[src/rtl/heap_node_swap_pipe.sv]
// rtl/heap_node_swap_pipe.sv - pipelined k-ary heap node compare/swap unit
// Optional node tag sideband is enabled by defining HEAP_NODE_TAG_EN.
module heap_node_swap_pipe #(
  parameter int DATA_WIDTH   = 32,
  parameter int NUM_CHILDREN = 2,
  parameter int MAX_HEAP     = 1,
  parameter int TAG_WIDTH    = 16,
  localparam int IDX_W = (NUM_CHILDREN > 2) ? $clog2(NUM_CHILDREN) : 1
) (
  input  logic                               clk,
  input  logic                               rst,
  input  logic                               in_valid,
  output logic                               in_ready,
  input  logic [DATA_WIDTH-1:0]              in_parent,
  input  logic [NUM_CHILDREN*DATA_WIDTH-1:0] in_children,
`ifdef HEAP_NODE_TAG_EN
  input  logic [TAG_WIDTH-1:0]               in_tag,
  output logic [TAG_WIDTH-1:0]               out_tag,
`endif
  output logic                               out_valid,
  input  logic                               out_ready,
  output logic [DATA_WIDTH-1:0]              out_parent,
  output logic [NUM_CHILDREN*DATA_WIDTH-1:0] out_children,
  output logic                               out_swap,
  output logic [IDX_W-1:0]                   out_swap_idx
);

  localparam int LVLS = $clog2(NUM_CHILDREN);
  localparam int CW   = NUM_CHILDREN * DATA_WIDTH;

  typedef logic [DATA_WIDTH-1:0] key_t;
  typedef logic [IDX_W-1:0]      idx_t;

  key_t lvl_key [0:LVLS][NUM_CHILDREN];
  idx_t lvl_idx [0:LVLS][NUM_CHILDREN];
  key_t key_d   [1:LVLS][NUM_CHILDREN];
  idx_t idx_d   [1:LVLS][NUM_CHILDREN];
  key_t key_q   [1:LVLS][NUM_CHILDREN];
  idx_t idx_q   [1:LVLS][NUM_CHILDREN];
  key_t         par_q [1:LVLS];
  logic [CW-1:0] ch_q [1:LVLS];
  logic [LVLS:1] v_q;

  logic          out_valid_q;
  key_t          out_parent_q, out_parent_d;
  logic [CW-1:0] out_children_q, out_children_d;
  logic          out_swap_q, out_swap_d;
  idx_t          out_idx_q;
  logic          adv;

`ifdef HEAP_NODE_TAG_EN
  logic [TAG_WIDTH-1:0] tag_q [1:LVLS];
  logic [TAG_WIDTH-1:0] out_tag_q;
`endif

  // Strict compare: r replaces l only when it is strictly better, so ties keep l.
  function automatic logic beats(input key_t l, input key_t r);
    return (MAX_HEAP != 0) ? (r > l) : (r < l);
  endfunction

  function automatic int level_cnt(input int s);
    return (NUM_CHILDREN + (1 << s) - 1) >> s;
  endfunction

  assign adv      = !out_valid_q || out_ready;
  assign in_ready = adv && !rst;

  always_comb begin
    for (int j = 0; j < NUM_CHILDREN; j++) begin
      lvl_key[0][j] = in_children[j*DATA_WIDTH +: DATA_WIDTH];
      lvl_idx[0][j] = IDX_W'(j);
    end
    for (int s = 1; s <= LVLS; s++) begin
      for (int j = 0; j < NUM_CHILDREN; j++) begin
        lvl_key[s][j] = key_q[s][j];
        lvl_idx[s][j] = idx_q[s][j];
      end
    end
  end

  always_comb begin
    for (int s = 1; s <= LVLS; s++) begin
      for (int j = 0; j < NUM_CHILDREN; j++) begin
        key_d[s][j] = '0;
        idx_d[s][j] = '0;
      end
      for (int j = 0; j < (NUM_CHILDREN + 1) / 2; j++) begin
        int li;
        int ri;
        li = 2 * j;
        ri = (2 * j + 1 < NUM_CHILDREN) ? 2 * j + 1 : 2 * j;
        if (2 * j + 1 < level_cnt(s - 1) && beats(lvl_key[s-1][li], lvl_key[s-1][ri])) begin
          key_d[s][j] = lvl_key[s-1][ri];
          idx_d[s][j] = lvl_idx[s-1][ri];
        end else if (2 * j < level_cnt(s - 1)) begin
          key_d[s][j] = lvl_key[s-1][li];
          idx_d[s][j] = lvl_idx[s-1][li];
        end
      end
    end
  end

  // Final stage: best child against parent, then rebuild the node.
  always_comb begin
    out_swap_d     = beats(par_q[LVLS], key_q[LVLS][0]);
    out_parent_d   = par_q[LVLS];
    out_children_d = ch_q[LVLS];
    if (out_swap_d) begin
      out_parent_d = key_q[LVLS][0];
      out_children_d[idx_q[LVLS][0]*DATA_WIDTH +: DATA_WIDTH] = par_q[LVLS];
    end
  end

  always_ff @(posedge clk) begin
    if (rst) begin
      v_q            <= '0;
      out_valid_q    <= 1'b0;
      out_parent_q   <= '0;
      out_children_q <= '0;
      out_swap_q     <= 1'b0;
      out_idx_q      <= '0;
      for (int s = 1; s <= LVLS; s++) begin
        par_q[s] <= '0;
        ch_q[s]  <= '0;
`ifdef HEAP_NODE_TAG_EN
        tag_q[s] <= '0;
`endif
        for (int j = 0; j < NUM_CHILDREN; j++) begin
          key_q[s][j] <= '0;
          idx_q[s][j] <= '0;
        end
      end
`ifdef HEAP_NODE_TAG_EN
      out_tag_q <= '0;
`endif
    end else if (adv) begin
      v_q[1]   <= in_valid;
      par_q[1] <= in_parent;
      ch_q[1]  <= in_children;
`ifdef HEAP_NODE_TAG_EN
      tag_q[1] <= in_tag;
`endif
      for (int s = 2; s <= LVLS; s++) begin
        v_q[s]   <= v_q[s-1];
        par_q[s] <= par_q[s-1];
        ch_q[s]  <= ch_q[s-1];
`ifdef HEAP_NODE_TAG_EN
        tag_q[s] <= tag_q[s-1];
`endif
      end
      for (int s = 1; s <= LVLS; s++) begin
        for (int j = 0; j < NUM_CHILDREN; j++) begin
          key_q[s][j] <= key_d[s][j];
          idx_q[s][j] <= idx_d[s][j];
        end
      end
      out_valid_q    <= v_q[LVLS];
      out_parent_q   <= out_parent_d;
      out_children_q <= out_children_d;
      out_swap_q     <= out_swap_d;
      out_idx_q      <= idx_q[LVLS][0];
`ifdef HEAP_NODE_TAG_EN
      out_tag_q      <= tag_q[LVLS];
`endif
    end
  end

  assign out_valid    = out_valid_q;
  assign out_parent   = out_parent_q;
  assign out_children = out_children_q;
  assign out_swap     = out_swap_q;
  assign out_swap_idx = out_idx_q;
`ifdef HEAP_NODE_TAG_EN
  assign out_tag      = out_tag_q;
`endif

endmodule
[config.mk]
export PLATFORM = sky130hd
export DESIGN_NAME = heap_node_swap_pipe
export DESIGN_NICKNAME = d
export VERILOG_FILES = /design/src/rtl/heap_node_swap_pipe.sv
export SDC_FILE = /design/constraint.sdc
export NUM_CORES = 1
export LEC_CHECK = 0
export ABC_AREA = 0
export BUFFER_PORTS_ARGS = -buffer_cell sky130_fd_sc_hd__buf_4
export CORE_MARGIN = 8
export CORE_UTILIZATION = 55
export CTS_CLUSTER_DIAMETER = 60
export DETAILED_ROUTE_END_ITERATION = 12
export PLACE_DENSITY = 0.9
export REMOVE_ABC_BUFFERS = 1
export SYNTH_ARGS = -nofsm -noshare
export SYNTH_HDL_FRONTEND = slang
export SYNTH_SLANG_ARGS = --single-unit
export TNS_END_PERCENT = 5
[constraint.sdc]
create_clock -name clk -period 8.4 [get_ports clk]
set_input_delay 0.42 -clock clk [delete_from_list [all_inputs] [get_ports clk]]
set_output_delay 0.42 -clock clk [all_outputs]
set_load 0.005 [all_outputs]
==> impl_metrics.toml, run 1 <==
[place]
portBuffers = 199
dpl_worst_slack_ps = 4750
gp_congestion = 0.839
hpwl_mm = 19.4
placed_cell_area_mm2 = 0.0125

[floorplan]
die_width_um = 157
die_h_um = 157
dieArea_mm2 = 0.0246
core-area_mm2 = 0.0195
initial_utilization_pct = 56.0
core.rowCount = 51
ios = 200

[synthesis]
yosysWarnings = 0
muxShareOfSynthArea_pct = 6.34
async_flop_share_pct = 0
avgSynthCellArea_um2 = 11.5
synthFlopType = "edfxtp_1"
yosys.area_share.adder_pct = 7.35
synth_common_cells = "edfxtp_1 (129), nand2_1 (110), dfxtp_1 (100), inv_1 (68), and2_1 (65)"
netlist.area_leader.share_pct = 35.6
synth_top_family_by_area = "compound AO/OA/AOI/OAI gates"
synthCells = 946
synthDistinctLibCells = 40
synth_area_mm2 = 0.0109
ys_top_cells_by_area = "edfxtp_1 (36%), dfxtp_1 (18%), ha_1 (7.4%)"
synth_simple_gate_area_share_pct = 13.6
synth_xor_area_share_pct = 0
yosysTopAreaCell = "edfxtp_1"
yosysSeqAreaShare_pct = 53.9
synth-edff-count = 129
synth_most_common_cell = "edfxtp_1"
synth_compound_area_share_pct = 13.9
ys_ff_latch = 229

[global_route]
antenna_found_initial = 0
grt-ovfl-total = 0
grt_pass1_vias = 8382
gr-usage-all-layers_pct = 22.4
grt_pass1_wl_mm = 43.8
grt_max_degree = 102

[clocking]
cts_root_buf = "clkbuf_16"
ctsResizeCount = 0
clk_path_buf_depth = 3
cts_buffers = 24
clkSinkCount = 229
clkTransAtPathRegs_ps = 60
postCtsSetupBuffers = 0
clock_latency_ps = 510
hold_buffers = 0
htree_levels = 1
cts_tree = "done"

[detailed_routing]
avgRoutedWirePerCell_um = 20.1
via_per_inst = 5.74
met1_length_mm = 11.0
dr.max_layer_used = "met4"
drtPass1Iterations = 5
drc = 0
drt_iter0_drc = 533
met2_length_mm = 14.2
met3_length_mm = 2.40
routed_wl_mm = 28.3
ant_nets = 0
vias = 8071

[setup_path]
path_max_fanout = 43
cp-startpoint = "par_q[1][11]"
worstPathRequired_ps = 8750
worstSetupStartpointType = "register"
worstSetupPathType = "reg2reg"
cp.arrival_ps = 4100
end_kind = "register"
reg2reg_from = "par_q[1][11]"

[worst_hold_path]
hold_path.class = "in2reg"
holdCritStartpoint = "in_valid"

[flow_run]
cap_violations = 0

[sta]
worst_slack_ps = 4650
fin_worst_skew_ps = 12.9
finalCritPeriodShare_pct = 44.6
finalHoldViolations = 0
rsz0062_at_grt = "no"
worstMarginPinSlew_ps = 1160
max_freq_mhz = 267
finalSetupViolations = 0
final_max_slew_viol_count = 0
slew_headroom_pct = 22.8
min_period_ps = 3750
fin_setup_tns_ps = 0

[cells_and_area]
nFillCells = 1420
antenna_cells = 0
syn_to_final_growth_pct = 22.2
fin_nets = 1286
drive_gt1_share_pct = 26.9
fin_area_mm2 = 0.0133
fin_util_pct = 68.4

[power]
vdd_ir_drop_max_mv = 0.160
p_per_area_mw_per_mm2 = 223
power_mw = 2.97
p_leak_nw = 5.74

[outcome]
status = "finished clean"
## layer usage
layer / up-vias / global-route usage, %
met5: - / 0
met3: 52 / 4.27
met2: 358 / 39.6
met4: 0 / 6.73
li1: 3764 / -
met1: 3897 / 27.2
## path summary, 6_finish.rpt
path / slack, ps / end / depth (start not counted)
min: 130 / v_q / 2
max reg2reg: 4650 / out_children[32] / 10
max: 4650 / out_children[32] / 10
min reg2reg: 450 / out_parent[5] / 2
## flip-flops by register name, summed over array words and instances, names as in the netlist
register      cells
out_swap          1
out_swap_idx      1
v_q               1
key_q            32
ch_q             64
out_parent       32
out_valid         1
idx_q             1
out_children     64
par_q            32
## cells by family after synthesis
logic type / after synthesis
flip-flops: 229
adder cells (fa/ha/maj): 64
AND/OR/NAND/NOR: 307
buffers and inverters: 125
AO/OA/AOI/OAI: 156
multiplexers: 65
## power by group
group	switching (mW)	total [mW]	leakage [nW]	internal, mW
registers	0.0564	1.35	2.31	1.30
clock network	0.429	1.07	0.395	0.645
logic	0.305	0.539	3.04	0.234
## layout make-up
type,instances,area [µm²],share of cell area [%]
Inverter,68,260,1.95
Sequential cell,229,5880,44.1
Clock buffer,32,662,4.97
Multi-Input combinational cell,592,4500,33.8
Clock inverter,12,133,0.996
Timing Repair Buffer,207,1550,11.7
Tap cell,265,332,2.49
## cells in the final DEF, fill, tap and decap left out, drive strengths merged, types with 4 or more instances in the layout
cell type,count
a21o,8
a21oi,27
and2,65
buf,207
clkbuf,32
clkinv,9
dfxtp,100
edfxtp,129
ha,64
inv,68
mux2,32
mux2i,33
nand2,110
nand3,64
nand4,16
nor2,41
nor4,4
o21ai,44
o311ai,63
## metrics by stage
step,cells,hold WS [ps]
final,1405,128
after global routing,1405,150
after CTS,1405,118
after detailed placement,1361,442
after global placement,1361,435
after floorplan,889,427
## critical path, stage by stage (launching register included)
cell,delay [ps]
edfxtp_1,380
inv_1,110
ha_1,340
nand4_1,240
nor4_2,540
nand2b_1,260
a31oi_4,90
o21ai_4,590
buf_4,610
mux2i_1,280
o21ai_1,90
Power figures use the tool's default switching activity.
==> run 2, diff against run 1 <==
- clock period: 8.4 -> 3.8 ns (I/O delays scaled with it)
==> impl_metrics.toml, run 2 (same netlist as run 1, synthesis figures left out) <==
[outcome]
status = "finished clean"

[power]
p_leak_nw = 5.93
vdd_ir_drop_max_mv = 0.342
power_mw = 6.46
p_per_area_mw_per_mm2 = 468

[clocking]
clock_latency_ps = 510
cts_buffers = 24
cts_root_buf = "clkbuf_16"
clkSinkCount = 229
clk_path_buf_depth = 3
clkTransAtPathRegs_ps = 60
hold_buffers = 44
postCtsSetupBuffers = 0
cts_tree = "done"
ctsResizeCount = 0
htree_levels = 1

[sta]
fin_worst_skew_ps = 10.2
finalHoldViolations = 0
min_period_ps = 3230
worstMarginPinSlew_ps = 1140
finalCritPeriodShare_pct = 85.0
hold_ws_ps = 14.1
finalSetupViolations = 0
final_max_slew_viol_count = 0
slew_headroom_pct = 24.2
max_freq_mhz = 310
rsz0062_at_grt = "no"

[floorplan]
core-area_mm2 = 0.0195
core.rowCount = 51
die_width_um = 157
die_h_um = 157
ios = 200
initial_utilization_pct = 56.0
dieArea_mm2 = 0.0246

[setup_path]
cp_slowest_cell = "nor2_4"
cp.arrival_ps = 3570
path_delay_family = "simple AND/OR/NAND/NOR gates"
path_max_fanout = 23
worstPathRequired_ps = 4140
rr_worst_depth = 10
critPathBufInv = 2
max_stage_delay_ps = 500
worstSetupStartpointType = "register"
worstSetupPathType = "reg2reg"
rrSetupSlack_ps = 570
reg2reg_to = "out_parent[23]"
end_kind = "register"
reg2reg_from = "par_q[1][15]"
path_cells = "inv_1 -> ha_1 -> nand4_1 -> nor4_2 -> nand2b_1 -> a31oi_4 -> nor2_4 -> buf_12 -> mux2i_1 -> o21ai_0"

[cells_and_area]
syn_to_final_growth_pct = 26.6
multi_input_comb_area_mm2 = 0.00450
nFillCells = 1377
final_cell_mix = "buf_4 (205), edfxtp_1 (129), nand2_1 (109)"
antenna_cells = 0
fin_nets = 1333
drive_gt1_share_pct = 25.8
mostFrequentLayoutCell = "buf_4"
seqCellArea_mm2 = 0.00588

[global_route]
antenna_found_initial = 0
grt_pass1_vias = 8807
grt_max_degree = 131
grt_pass1_wl_mm = 45.6
gr-usage-all-layers_pct = 23.2
grt-ovfl-total = 0

[worst_hold_path]
min_to = "par_q[1][26]"
holdCritStartpoint = "in_parent[26]"
hold_path.class = "in2reg"
worstHoldPathCells = 2

[place]
portBuffers = 199
hpwl_mm = 19.8
gp_congestion = 0.800

[detailed_routing]
via_per_inst = 5.71
avgRoutedWirePerCell_um = 19.9
routed_wl_mm = 28.9
drc = 0
drt_iter0_drc = 550
vias = 8274
ant_nets = 0
drtPass1Iterations = 5

[flow_run]
cap_violations = 0
-- run 2: how the worst max path moves through the flow --
| stage | startpoint | end | slack, ps | depth (start not counted) |
|---|---|---|---|---|
| floorplan | out_valid | ch_q[1][0] | -4220 | 3 |
| global placement | par_q[1][15] | out_parent[23] | 790 | 10 |
| detailed placement | par_q[1][15] | out_parent[27] | 650 | 10 |
| CTS | par_q[1][15] | out_parent[23] | 590 | 10 |
| global route | par_q[1][15] | out_parent[23] | 380 | 10 |
| finish | par_q[1][15] | out_parent[23] | 570 | 10 |
-- run 2: through the flow --
| stage | cell area, µm² | setup WS [ps] | TNS (ps) | std cells | util [%] |
|---|---|---|---|---|---|
| 2_1_floorplan | 10600 | -4220 | -979050 | 889 | - |
| 3_3_place_gp | 12600 | 788 | 0 | 1364 | 64.8 |
| 3_5_place_dp | 12600 | 653 | 0 | 1364 | 64.8 |
| 4_1_cts | 13800 | 586 | 0 | 1450 | 70.8 |
| 5_1_grt | 13800 | 384 | 0 | 1450 | 70.8 |
| 6_report | 13800 | 571 | 0 | 1450 | 70.8 |
-- run 2: final cells by class --
| type | count | share of cell area [%] |
|---|---|---|
| inverter | 68 | 1.89 |
| clock buffer | 37 | 5.16 |
| tap | 265 | 2.41 |
| sequential | 229 | 42.6 |
| clock inverter | 5 | 0.209 |
| timing repair buffer | 254 | 15.1 |
| multi-input combinational | 592 | 32.6 |
-- run 2: routing by layer --
metal	GRT usage [%]	up-vias	routed length, µm
met5	0	-	0
met4	6.64	0	575
met3	4.38	41	2320
met2	42.4	351	15100
met1	27.0	4018	10900
li1	-	3864	-
-- run 2: where the power goes --
group	switching (mW)	total, mW	internal [mW]
combinational	0.691	1.26	0.568
clock	0.925	2.21	1.28
sequential	0.126	2.99	2.86
==> run 3, diff against run 2 <==
- ABC_AREA: 0 -> 1
- PLACE_DENSITY: 0.9 -> 0.89
- clock period: 3.8 -> 3.4 ns (I/O delays scaled with it)
==> impl_metrics.toml, run 3 <==
[outcome]
status = "finished clean"

[power]
p_per_area_mw_per_mm2 = 549
power_mw = 8.36
p_leak_nw = 8.04
vdd_ir_drop_max_mv = 0.367

[sta]
slew_headroom_pct = 25.5
finalCritPeriodShare_pct = 80.1
worstMarginPinSlew_ps = 1120
max_freq_mhz = 367
rsz0062_at_grt = "no"
final_max_slew_viol_count = 0
finalSetupViolations = 0
fin_worst_skew_ps = 17.4
min_period_ps = 2720
finalHoldViolations = 0
worst_slack_ps = 675

[clocking]
clk_path_buf_depth = 3
clkTransAtPathRegs_ps = 60
clkSinkCount = 229
cts_tree = "done"
clock_latency_ps = 520
htree_levels = 1
cts_buffers = 24
cts_root_buf = "clkbuf_16"
ctsResizeCount = 0
postCtsSetupBuffers = 0

[cells_and_area]
final_cell_mix = "nand2_1 (480), inv_1 (300), nand3_1 (226)"
seqCellArea_mm2 = 0.00588
syn_to_final_growth_pct = 24.5
fin_nets = 1997
fin_area_mm2 = 0.0152
mostFrequentLayoutCell = "nand2_1"
multi_input_comb_area_mm2 = 0.00487
drive_gt1_share_pct = 14.3
nFillCells = 1623

[synthesis]
yosysWarnings = 0
async_flop_share_pct = 0
synth-edff-count = 129
netlist.area_leader.share_pct = 31.7
synth_common_cells = "nand2_1 (481), inv_1 (301), nand3_1 (226), edfxtp_1 (129), nor2_1 (116)"
synthCells = 1624
yosysSeqAreaShare_pct = 48.1
synthDistinctLibCells = 29
synth_area_mm2 = 0.0122
ys_top_cells_by_area = "edfxtp_1 (32%), dfxtp_1 (16%), nand2_1 (15%)"
yosysTopAreaCell = "edfxtp_1"
ys_ff_latch = 229
synthFlopType = "edfxtp_1"
synth_most_common_cell = "nand2_1"
avgSynthCellArea_um2 = 7.52

[place]
portBuffers = 199
gp_congestion = 0.806
placed_cell_area_mm2 = 0.0139
dpl_worst_slack_ps = 802
hpwl_mm = 21.7

[global_route]
grt-ovfl-total = 0
grt_use_met2_pct = 43.5
met1_usage_pct = 28.0
grt_pass1_vias = 11503
antenna_found_initial = 1
gr-max-usage-layer = "met2"
use_met3_pct = 3.74
grt_max_degree = 130
grt_pass1_wl_mm = 54.4
gr-usage-all-layers_pct = 24.5

[floorplan]
ios = 200
initial_utilization_pct = 56.0
dieArea_mm2 = 0.0272
die_width_um = 165
core.rowCount = 54
die_h_um = 165
core-area_mm2 = 0.0218

[detailed_routing]
via_per_inst = 5.31
avgRoutedWirePerCell_um = 15.9
drc = 0
ant_nets = 0
routed_wl_mm = 34.0
drtPass1Iterations = 6
drt_iter0_drc = 978
vias = 11321

[setup_path]
worstSetupPathType = "reg2reg"
cp.arrival_ps = 3130
cp-startpoint = "par_q[1][27]"
path_max_fanout = 96
worstPathRequired_ps = 3800
reg2reg_from = "par_q[1][27]"
end_kind = "register"
worstSetupStartpointType = "register"

[worst_hold_path]
hold_path.class = "in2reg"
holdCritStartpoint = "in_parent[16]"

[flow_run]
cap_violations = 0
run 3: critical path: stages (launching register included):
cell      delay (ps)
edfxtp_1         390
inv_1            120
ha_1             260
nand2_1           90
nor2_1            70
nand2_1          110
nor2_2            80
nand4_4           80
buf_4            870
nand3_1          260
nand3_1          200
nand2_1           80
run 3: kinds of logic after synthesis:
| logic type | share of synthesized area [%] |
|---|---|
| adder cells (fa/ha/maj) | 6.55 |
| AO/OA/AOI/OAI | 4.54 |
| AND/OR/NAND/NOR | 28.5 |
| buffers and inverters | 12.4 |
| flip-flops | 48.1 |
run 3: repair_timing:
item,CTS,global route
setup endpoints to repair,0,0
hold endpoints to repair,53,0
hold buffers,53,0
run 3: routing by layer:
layer	vias to the layer above	share of wire (%)
met1	5138	37
met4	0	4.3
met2	577	50
li1	5490	-
met3	116	8.9
met5	-	0
run 3: report_power, final:
group / switching (mW) / internal, mW
Sequential: 0.228 / 3.35
Clock: 1.08 / 1.45
Combinational: 1.30 / 0.952
run 3: cell type report:
type | instances | share of cell area (%)
antenna | 1 | 0.0164
timing repair buffer | 267 | 14.5
inverter | 303 | 7.52
clock buffer | 34 | 4.66
tap | 280 | 2.30
sequential | 229 | 38.6
clock inverter | 10 | 0.337
multi-input combinational | 1008 | 32.0
run 3: path summary, 6_finish.rpt:
kind,endpoint,slack (ps),depth (start not counted)
max,out_parent[24],680,11
min,par_q[1][16],10,3
max reg2reg,out_parent[24],680,11
min reg2reg,out_children[32],450,2
run 3: per-stage QoR:
step / hold WS (ps) / TNS [ps] / instances / util (%)
after floorplan: 239 / -987230 / 1540 / -
after global placement: 374 / 0 / 2034 / 63.8
after detailed placement: 382 / 0 / 2034 / 63.8
after CTS: 1.11 / 0 / 2131 / 69.7
after global routing: 9.61 / 0 / 2132 / 69.7
final: 10.7 / 0 / 2132 / 69.7
